--- config.mk ---
export PLATFORM = sky130hd
export DESIGN_NAME = traffic_gen_cfg_master
export DESIGN_NICKNAME = d
export VERILOG_FILES = /design/src/rtl/traffic_gen_cfg_master.sv
export SDC_FILE = /design/constraint.sdc
export NUM_CORES = 1
export LEC_CHECK = 0
export CAP_MARGIN = 20
export CORE_UTILIZATION = 35
export CTS_BUF_LIST = sky130_fd_sc_hd__clkbuf_4 sky130_fd_sc_hd__clkbuf_8
export DETAILED_ROUTE_END_ITERATION = 16
export PLACE_DENSITY = 0.72
export SLEW_MARGIN = 10
export SYNTH_ARGS = -nofsm -noshare
export SYNTH_HDL_FRONTEND = slang
export SYNTH_SLANG_ARGS = --single-unit
--- constraint.sdc ---
create_clock -name clk_i -period 22.3 [get_ports clk_i]
set_input_delay 6.69 -clock clk_i [delete_from_list [all_inputs] [get_ports clk_i]]
set_output_delay 6.69 -clock clk_i [all_outputs]
set_load 0.005 [all_outputs]
--- src/rtl/traffic_gen_cfg_master.sv ---
// Config-port initiator that programs one traffic_gen job on its own:
// acquire a context, write the job parameters, trigger, then wait for the done event.
module traffic_gen_cfg_master #(
  parameter int          N_PARAMS    = 16,
  parameter int          ID_WIDTH    = 10,
  parameter int          MASTER_ID   = 1,
  parameter logic [31:0] BASE_ADDR   = 32'h0,
  parameter int          BACKOFF_CYC = 8,
  parameter int          TIMEOUT_CYC = 65535
) (
  input  logic                  clk_i,
  input  logic                  rst_i,
  input  logic                  start_i,
  input  logic [N_PARAMS*32-1:0] params_i,
  input  logic                  evt_i,
  output logic                  busy_o,
  output logic                  done_o,
  output logic                  error_o,
  output logic [7:0]            job_id_o,
  output logic                  periph_req_o,
  input  logic                  periph_gnt_i,
  output logic [31:0]           periph_add_o,
  output logic                  periph_wen_o,
  output logic [3:0]            periph_be_o,
  output logic [31:0]           periph_data_o,
  output logic [ID_WIDTH-1:0]   periph_id_o,
  input  logic [31:0]           periph_r_data_i,
  input  logic                  periph_r_valid_i,
  input  logic [ID_WIDTH-1:0]   periph_r_id_i,
  output logic [3:0]            dbg_state_o
);

  localparam int IW = $clog2(N_PARAMS) + 1;
  localparam int AW = (N_PARAMS > 1) ? $clog2(N_PARAMS) : 1;
  localparam int BW = $clog2(BACKOFF_CYC) + 1;
  localparam int TW = (TIMEOUT_CYC > 1) ? $clog2(TIMEOUT_CYC) : 1;

  localparam logic [31:0] TRIG_OFF  = 32'h00;
  localparam logic [31:0] ACQ_OFF   = 32'h04;
  localparam logic [31:0] PARAM_OFF = 32'h40;

  typedef enum logic [3:0] {
    S_IDLE, S_ACQ, S_ACQ_RSP, S_BACKOFF, S_WR, S_WR_RSP, S_TRIG, S_TRIG_RSP, S_WAIT_EVT
  } state_t;

  state_t         state, state_nx;
  logic [IW-1:0]  idx;
  logic [BW-1:0]  bo_cnt;
  logic [TW-1:0]  to_cnt;
  logic [7:0]     job_id_q;
  logic           done_q, error_q;
  logic [31:0]    params_q [N_PARAMS];

  logic rsp_ok, acq_fail, last_param, bo_done, to_hit;

  // Handshake: a request (req/add/wen/data) is held until req&&gnt, req drops the
  // next cycle, and the following request waits for r_valid carrying MASTER_ID.
  assign rsp_ok     = periph_r_valid_i && (periph_r_id_i == ID_WIDTH'(MASTER_ID));
  assign acq_fail   = (periph_r_data_i == 32'hFFFF_FFFF);
  assign last_param = (idx == IW'(N_PARAMS - 1));
  assign bo_done    = (bo_cnt == BW'(BACKOFF_CYC - 1));
  assign to_hit     = (TIMEOUT_CYC != 0) && (to_cnt == TW'(TIMEOUT_CYC - 1));

  always_ff @(posedge clk_i) begin
    if (rst_i) state <= S_IDLE;
    else       state <= state_nx;
  end

  always_comb begin
    state_nx = state;
    case (state)
      S_IDLE:     if (start_i) state_nx = S_ACQ;
      S_ACQ:      if (periph_gnt_i) state_nx = S_ACQ_RSP;
      S_ACQ_RSP:  if (rsp_ok) state_nx = acq_fail ? S_BACKOFF : S_WR;
      S_BACKOFF:  if (bo_done) state_nx = S_ACQ;
      S_WR:       if (periph_gnt_i) state_nx = S_WR_RSP;
      S_WR_RSP:   if (rsp_ok) state_nx = last_param ? S_TRIG : S_WR;
      S_TRIG:     if (periph_gnt_i) state_nx = S_TRIG_RSP;
      S_TRIG_RSP: if (rsp_ok) state_nx = S_WAIT_EVT;
      S_WAIT_EVT: if (evt_i || to_hit) state_nx = S_IDLE;
      default:    state_nx = S_IDLE;
    endcase
  end

  // Pulses are registered so they land in the first IDLE cycle, where busy is already low.
  always_ff @(posedge clk_i) begin
    if (rst_i) begin
      idx      <= '0;
      bo_cnt   <= '0;
      to_cnt   <= '0;
      job_id_q <= '0;
      done_q   <= 1'b0;
      error_q  <= 1'b0;
      for (int i = 0; i < N_PARAMS; i++) params_q[i] <= '0;
    end else begin
      done_q  <= (state == S_WAIT_EVT) && evt_i;
      error_q <= (state == S_WAIT_EVT) && !evt_i && to_hit;
      case (state)
        S_IDLE: if (start_i)
          for (int i = 0; i < N_PARAMS; i++) params_q[i] <= params_i[32*i +: 32];
        S_ACQ_RSP: begin
          bo_cnt <= '0;
          if (rsp_ok && !acq_fail) begin
            job_id_q <= periph_r_data_i[7:0];
            idx      <= '0;
          end
        end
        S_BACKOFF:  bo_cnt <= bo_cnt + BW'(1);
        S_WR_RSP:   if (rsp_ok && !last_param) idx <= idx + IW'(1);
        S_TRIG_RSP: to_cnt <= '0;
        S_WAIT_EVT: to_cnt <= to_cnt + TW'(1);
        default: ;
      endcase
    end
  end

  always_comb begin
    periph_req_o  = 1'b0;
    periph_add_o  = '0;
    periph_wen_o  = 1'b0;
    periph_data_o = '0;
    case (state)
      S_ACQ: begin
        periph_req_o = 1'b1;
        periph_add_o = BASE_ADDR + ACQ_OFF;
        periph_wen_o = 1'b1;
      end
      S_WR: begin
        periph_req_o  = 1'b1;
        periph_add_o  = BASE_ADDR + PARAM_OFF + 32'({idx, 2'b00});
        periph_data_o = params_q[idx[AW-1:0]];
      end
      S_TRIG: begin
        periph_req_o = 1'b1;
        periph_add_o = BASE_ADDR + TRIG_OFF;
      end
      default: ;
    endcase
  end

  assign busy_o      = (state != S_IDLE);
  assign done_o      = done_q;
  assign error_o     = error_q;
  assign job_id_o    = job_id_q;
  assign periph_be_o = 4'hF;
  assign periph_id_o = ID_WIDTH'(MASTER_ID);
  assign dbg_state_o = state;

endmodule

Word level (Yosys, flattened, before mapping)
Memory sizes are Yosys's and may differ from the RTL's. A register that Yosys moved wholly into a read port is not among the register bits.
Index checks and enable logic that the tools add are counted.

cells by class
  add/sub/neg operators = 4
  equal/unequal tests = 24
  mux-type cells = 45
  bitwise logic cells = 16
  reduce and logical (&&, ||, !) cells = 19

operators by type and width
  cell                     count
  $mux W32                 17
  $mux W4                  11
  $pmux W4 S9              1
  $eq A32 B32 Y1 const B   1
  $pmux W16 S2             1
  $ne A2 B2 Y1 const B     11
  $eq A4 B3 Y1 const B     5
  $add A16 B1 Y16 const B  1
  $eq A16 B16 Y1 const B   1
  $or A1 B1 Y1             16
  $pmux W8 S2              1
  $eq A10 B1 Y1 const B    1
  $mux W5                  2
  $pmux W5 S2              1
  $reduce_and A9 Y1        1
  $add A7 B7 Y8 const A    1
  $eq A4 B2 Y1 const B     2
  $mux W1                  8
  $pmux W4 S2              1
  $logic_and A1 B1 Y1      6
  $reduce_bool A2 Y1       3
  $add A5 B1 Y5 const B    1
  $eq A5 B4 Y1 const B     1
  $add A4 B1 Y4 const B    1
  other kinds (11)         13

word-level totals
  bits in registers = 39
  RAM bits = 512
  output and inout bits = 95
  logic and storage cells = 116
  memories kept = 1

memory list
  memory    depth  width  rd ports  clocked after Yosys merged registers in  write ports  RTL line  text
  params_q  16     32     1         1                                        16           52        logic [31:0] params_q [N_PARAMS];

Depth between registers and ports, before layout
  word-level depth = 7
  depth in mapped cells = 8

Least setup slack after synthesis
Ideal clock, no wire load.

  path kind = in2reg
  start point = input port rst_i
  end point = memory params_q[0][0] (enable)
  setup time = 970 ps
  arrival = 19392 ps
  required time = 21330 ps
  path slack = 1937 ps
  stages = 3
  path buffers = 2
  cell sequence = clkbuf_1 -> clkbuf_1 -> nand2b_1

RTL lines
  what         RTL line  text
  from (decl)  12        input logic rst_i,
  to (decl)    52

==> reports/qor.yml <==
worst_setup_path:
  crit_family: "buffers and inverters"
  end_kind: "output pin"
  crit_fanout: 47
  crit_top_cell: "mux4_2"
  path_cells: "buf_4 > mux4_2 > mux4_2 > and2_1 > clkdlybuf4s50_1"
  required_ps: 15610
  worstSetupPathType: "reg2out"
  worstPathBufferInverterCount: 2
  arrival_ps: 4310
  crit_slowest_cell: "dfxtp_4"
  cp-start-kind: "flip-flop"
  max_stage_delay_ps: 890
routing:
  ant_nets: 0
  num_vias: 15960
  firstDrtPassIters: 5
  routedWlPerCell_um: 20.84
  drt_iter0_markers: 1199
  routed_wl_um: 68280
  drc_errors: 0
  vias_per_cell: 4.870
cts:
  post_cts_buffers: 0
  clk_latency_ps: 670
  cts.htree.levels: 3
  cts-root-buf: "clkbuf_8"
  tritoncts: "built"
  cts_num_sinks: 555
  cts_buffers: 97
  cts_resized: 0
  hold_buffers: 0
  clk_path_buf_depth: 3
  clk_pin_slew_ps: 60
sta:
  fin_tns_setup_ps: 0
  finalHoldViolCount: 0
  rsz0062_at_grt: "no"
  finalSetupViolCount: 0
  tightestPinTransition_ps: 1114
  fin_skew_ps: 33.60
  fin_ws_ps: 11300
  slew_viol_final: 0
  finalCritPeriodShare_pct: 49.32
  period_needed_ps: 11000
  maxSlewHeadroom_pct: 25.71
  timing.fmax_ghz: 0.09092
synthesis:
  synth_cells: 1620
  synth.most_common_cell: "edfxtp_1"
  synth_top_area_share_pct: 60.66
  syn_area_per_cell_um2: 15.65
  synth_area_um2: 25350
  synth_area_leaders: "edfxtp_1, mux4_2, and2_1"
  synthArstFlopShare_pct: 0
  synth_common_cells: "edfxtp_1, and2_1, nor2b_1"
  synth-seq-area-share_pct: 64.06
  synth_flop_cell: "edfxtp_1"
  synth_edf_count: 512
  synth_cell_types: 53
  synth_top_area_cell: "edfxtp_1"
  ys_warn_count: 0
  ys_ff_latch: 555
global_route:
  antenna_found_initial: 11
  grt_max_degree: 181
  grt_pass1_wl_um: 100800
  gr-total-overflow: 0
  first_global_vias: 16800
  grt_usage_pct: 18.18
floorplan:
  fp.coreArea_um2: 71610
  rows: 98
  pin_count: 655
  die_width_um: 271.1
  die_h_um: 271.1
  start_util_pct: 35.39
  dieArea_um2: 73500
cells_and_area:
  nNetsFinal: 2807
  syn2layout_area_growth_pct: 34.78
  n_fill_cell: 6173
  multi_input_area_um2: 8476
  regArea_um2: 16250
  drive_above_1_share_pct: 15.22
min_path:
  hold_class: "reg2reg"
power:
  p_leak_nw: 12.14
  power_frac_comb_pct: 14.7
  power_density_nw_per_um2: 81.40
  vdd_drop_max_mv: 0.05200
  clkPwrFrac_pct: 32.9
  pwr-share-seq_pct: 52.4
  p_sw_share_pct: 24.44
  p_int_w: 0.002101
  switchingPower_w: 0.0006797
flow_run:
  max-cap-violations: 0
placed_design:
  dpl.hpwl_um: 47050
  port_buffers: 614
  pre_cts_ws_ps: 11630
  place_congestion: 0.8829
status:
  status: "completed"
path summary, 6_finish.rpt:
| path | slack [ps] | to | cells after the start | start |
|---|---|---|---|---|
| max reg2reg | 17770 | params_q[9][17] | 6 | dbg_state_o[0] |
| min | 480 | to_cnt[15] | 2 | to_cnt[15] |
| min reg2reg | 480 | to_cnt[15] | 2 | to_cnt[15] |
| max | 11300 | periph_data_o[3] | 5 | flip-flop |
power by group through the flow:
stage,clock (W),sequential (W),combinational (W)
2_1_floorplan,0,0.00154,0.000244
3_3_place_gp,0,0.00147,0.000398
3_5_place_dp,0,0.00148,0.000409
4_1_cts,0.000940,0.00146,0.000411
5_1_grt,0.000981,0.00147,0.000442
6_report,0.000915,0.00146,0.000409
flip-flops by register name, summed over array words and instances, names as in the netlist, named ones only:
register	cells
bo_cnt	4
params_q	512
idx	5
error_o	1
done_o	1
dbg_state_o	4
job_id_o	8
to_cnt	16
layout by cell type (no fill, tap or decap), drive strengths merged, types with 6 or more instances in the layout:
cell / netlist / layout
o21ai: 7 / 7
clkbuf: 84 / 120
clkinvlp: 0 / 6
clkdlybuf4s50: 0 / 613
clkinv: 0 / 43
buf: 63 / 19
mux2i: 10 / 10
conb: 2 / 40
a21oi: 16 / 16
and2: 355 / 355
edfxtp: 512 / 512
diode: 0 / 8
nor2: 36 / 36
dfxtp: 43 / 43
nand3: 14 / 14
inv: 8 / 12
nor2b: 194 / 194
mux4: 160 / 160
nor4: 6 / 6
nand4: 12 / 12
nand2: 22 / 22
final cells by class:
class,instances,share of cell area (%)
multi-input combinational,948,24.81
timing repair buffer,632,18.49
sequential,555,47.56
clock buffer,120,4.432
tap,950,3.480
antenna,8,0.05860
clock inverter,56,1.081
inverter,8,0.08791
through the flow:
stage	utilization [%]	power [W]	instance area [µm²]	hold slack, ps	cells
2_1_floorplan	-	0.001785	25490	441.4	1658
3_3_place_gp	45.01	0.001869	32230	457.3	3092
3_5_place_dp	45.01	0.001885	32230	470.6	3092
4_1_cts	47.64	0.002809	34110	482.9	3268
5_1_grt	47.70	0.002895	34160	526.5	3275
6_report	47.70	0.002781	34160	484.8	3277
cell families (layout without fill, tap and decap cells):
kind of cell / count (synthesis) / after routing / share of synthesized area [%]
AO/OA/AOI/OAI: 48 / 48 / 1.239
XOR/XNOR: 3 / 3 / 0.1037
adder cells (fa/ha/maj): 5 / 5 / 0.2468
buffers and inverters: 155 / 816 / 3.145
flip-flops: 555 / 555 / 64.06
multiplexers: 175 / 175 / 14.83
other: 2 / 48 / 0.02963
AND/OR/NAND/NOR: 677 / 677 / 16.34
worst reg2reg max path, cell delays in order, from the launching register on:
cell and delay, ps:
dfxtp_1 560, nor4_1 620, nand2_1 260, nand2b_4 780, buf_4 580, buf_16 350
buf_4 930
routing by layer:
layer  GRT usage, %  vias up  part of all wire [%]
met5              0        -                 0.035
met4          5.973        4                   2.4
met3          3.674      119                   6.5
met2          31.00      598                    51
met1          23.11     8032                    40
li1               -     7207                     -
Note: power is estimated with default switching activity, not from simulation.
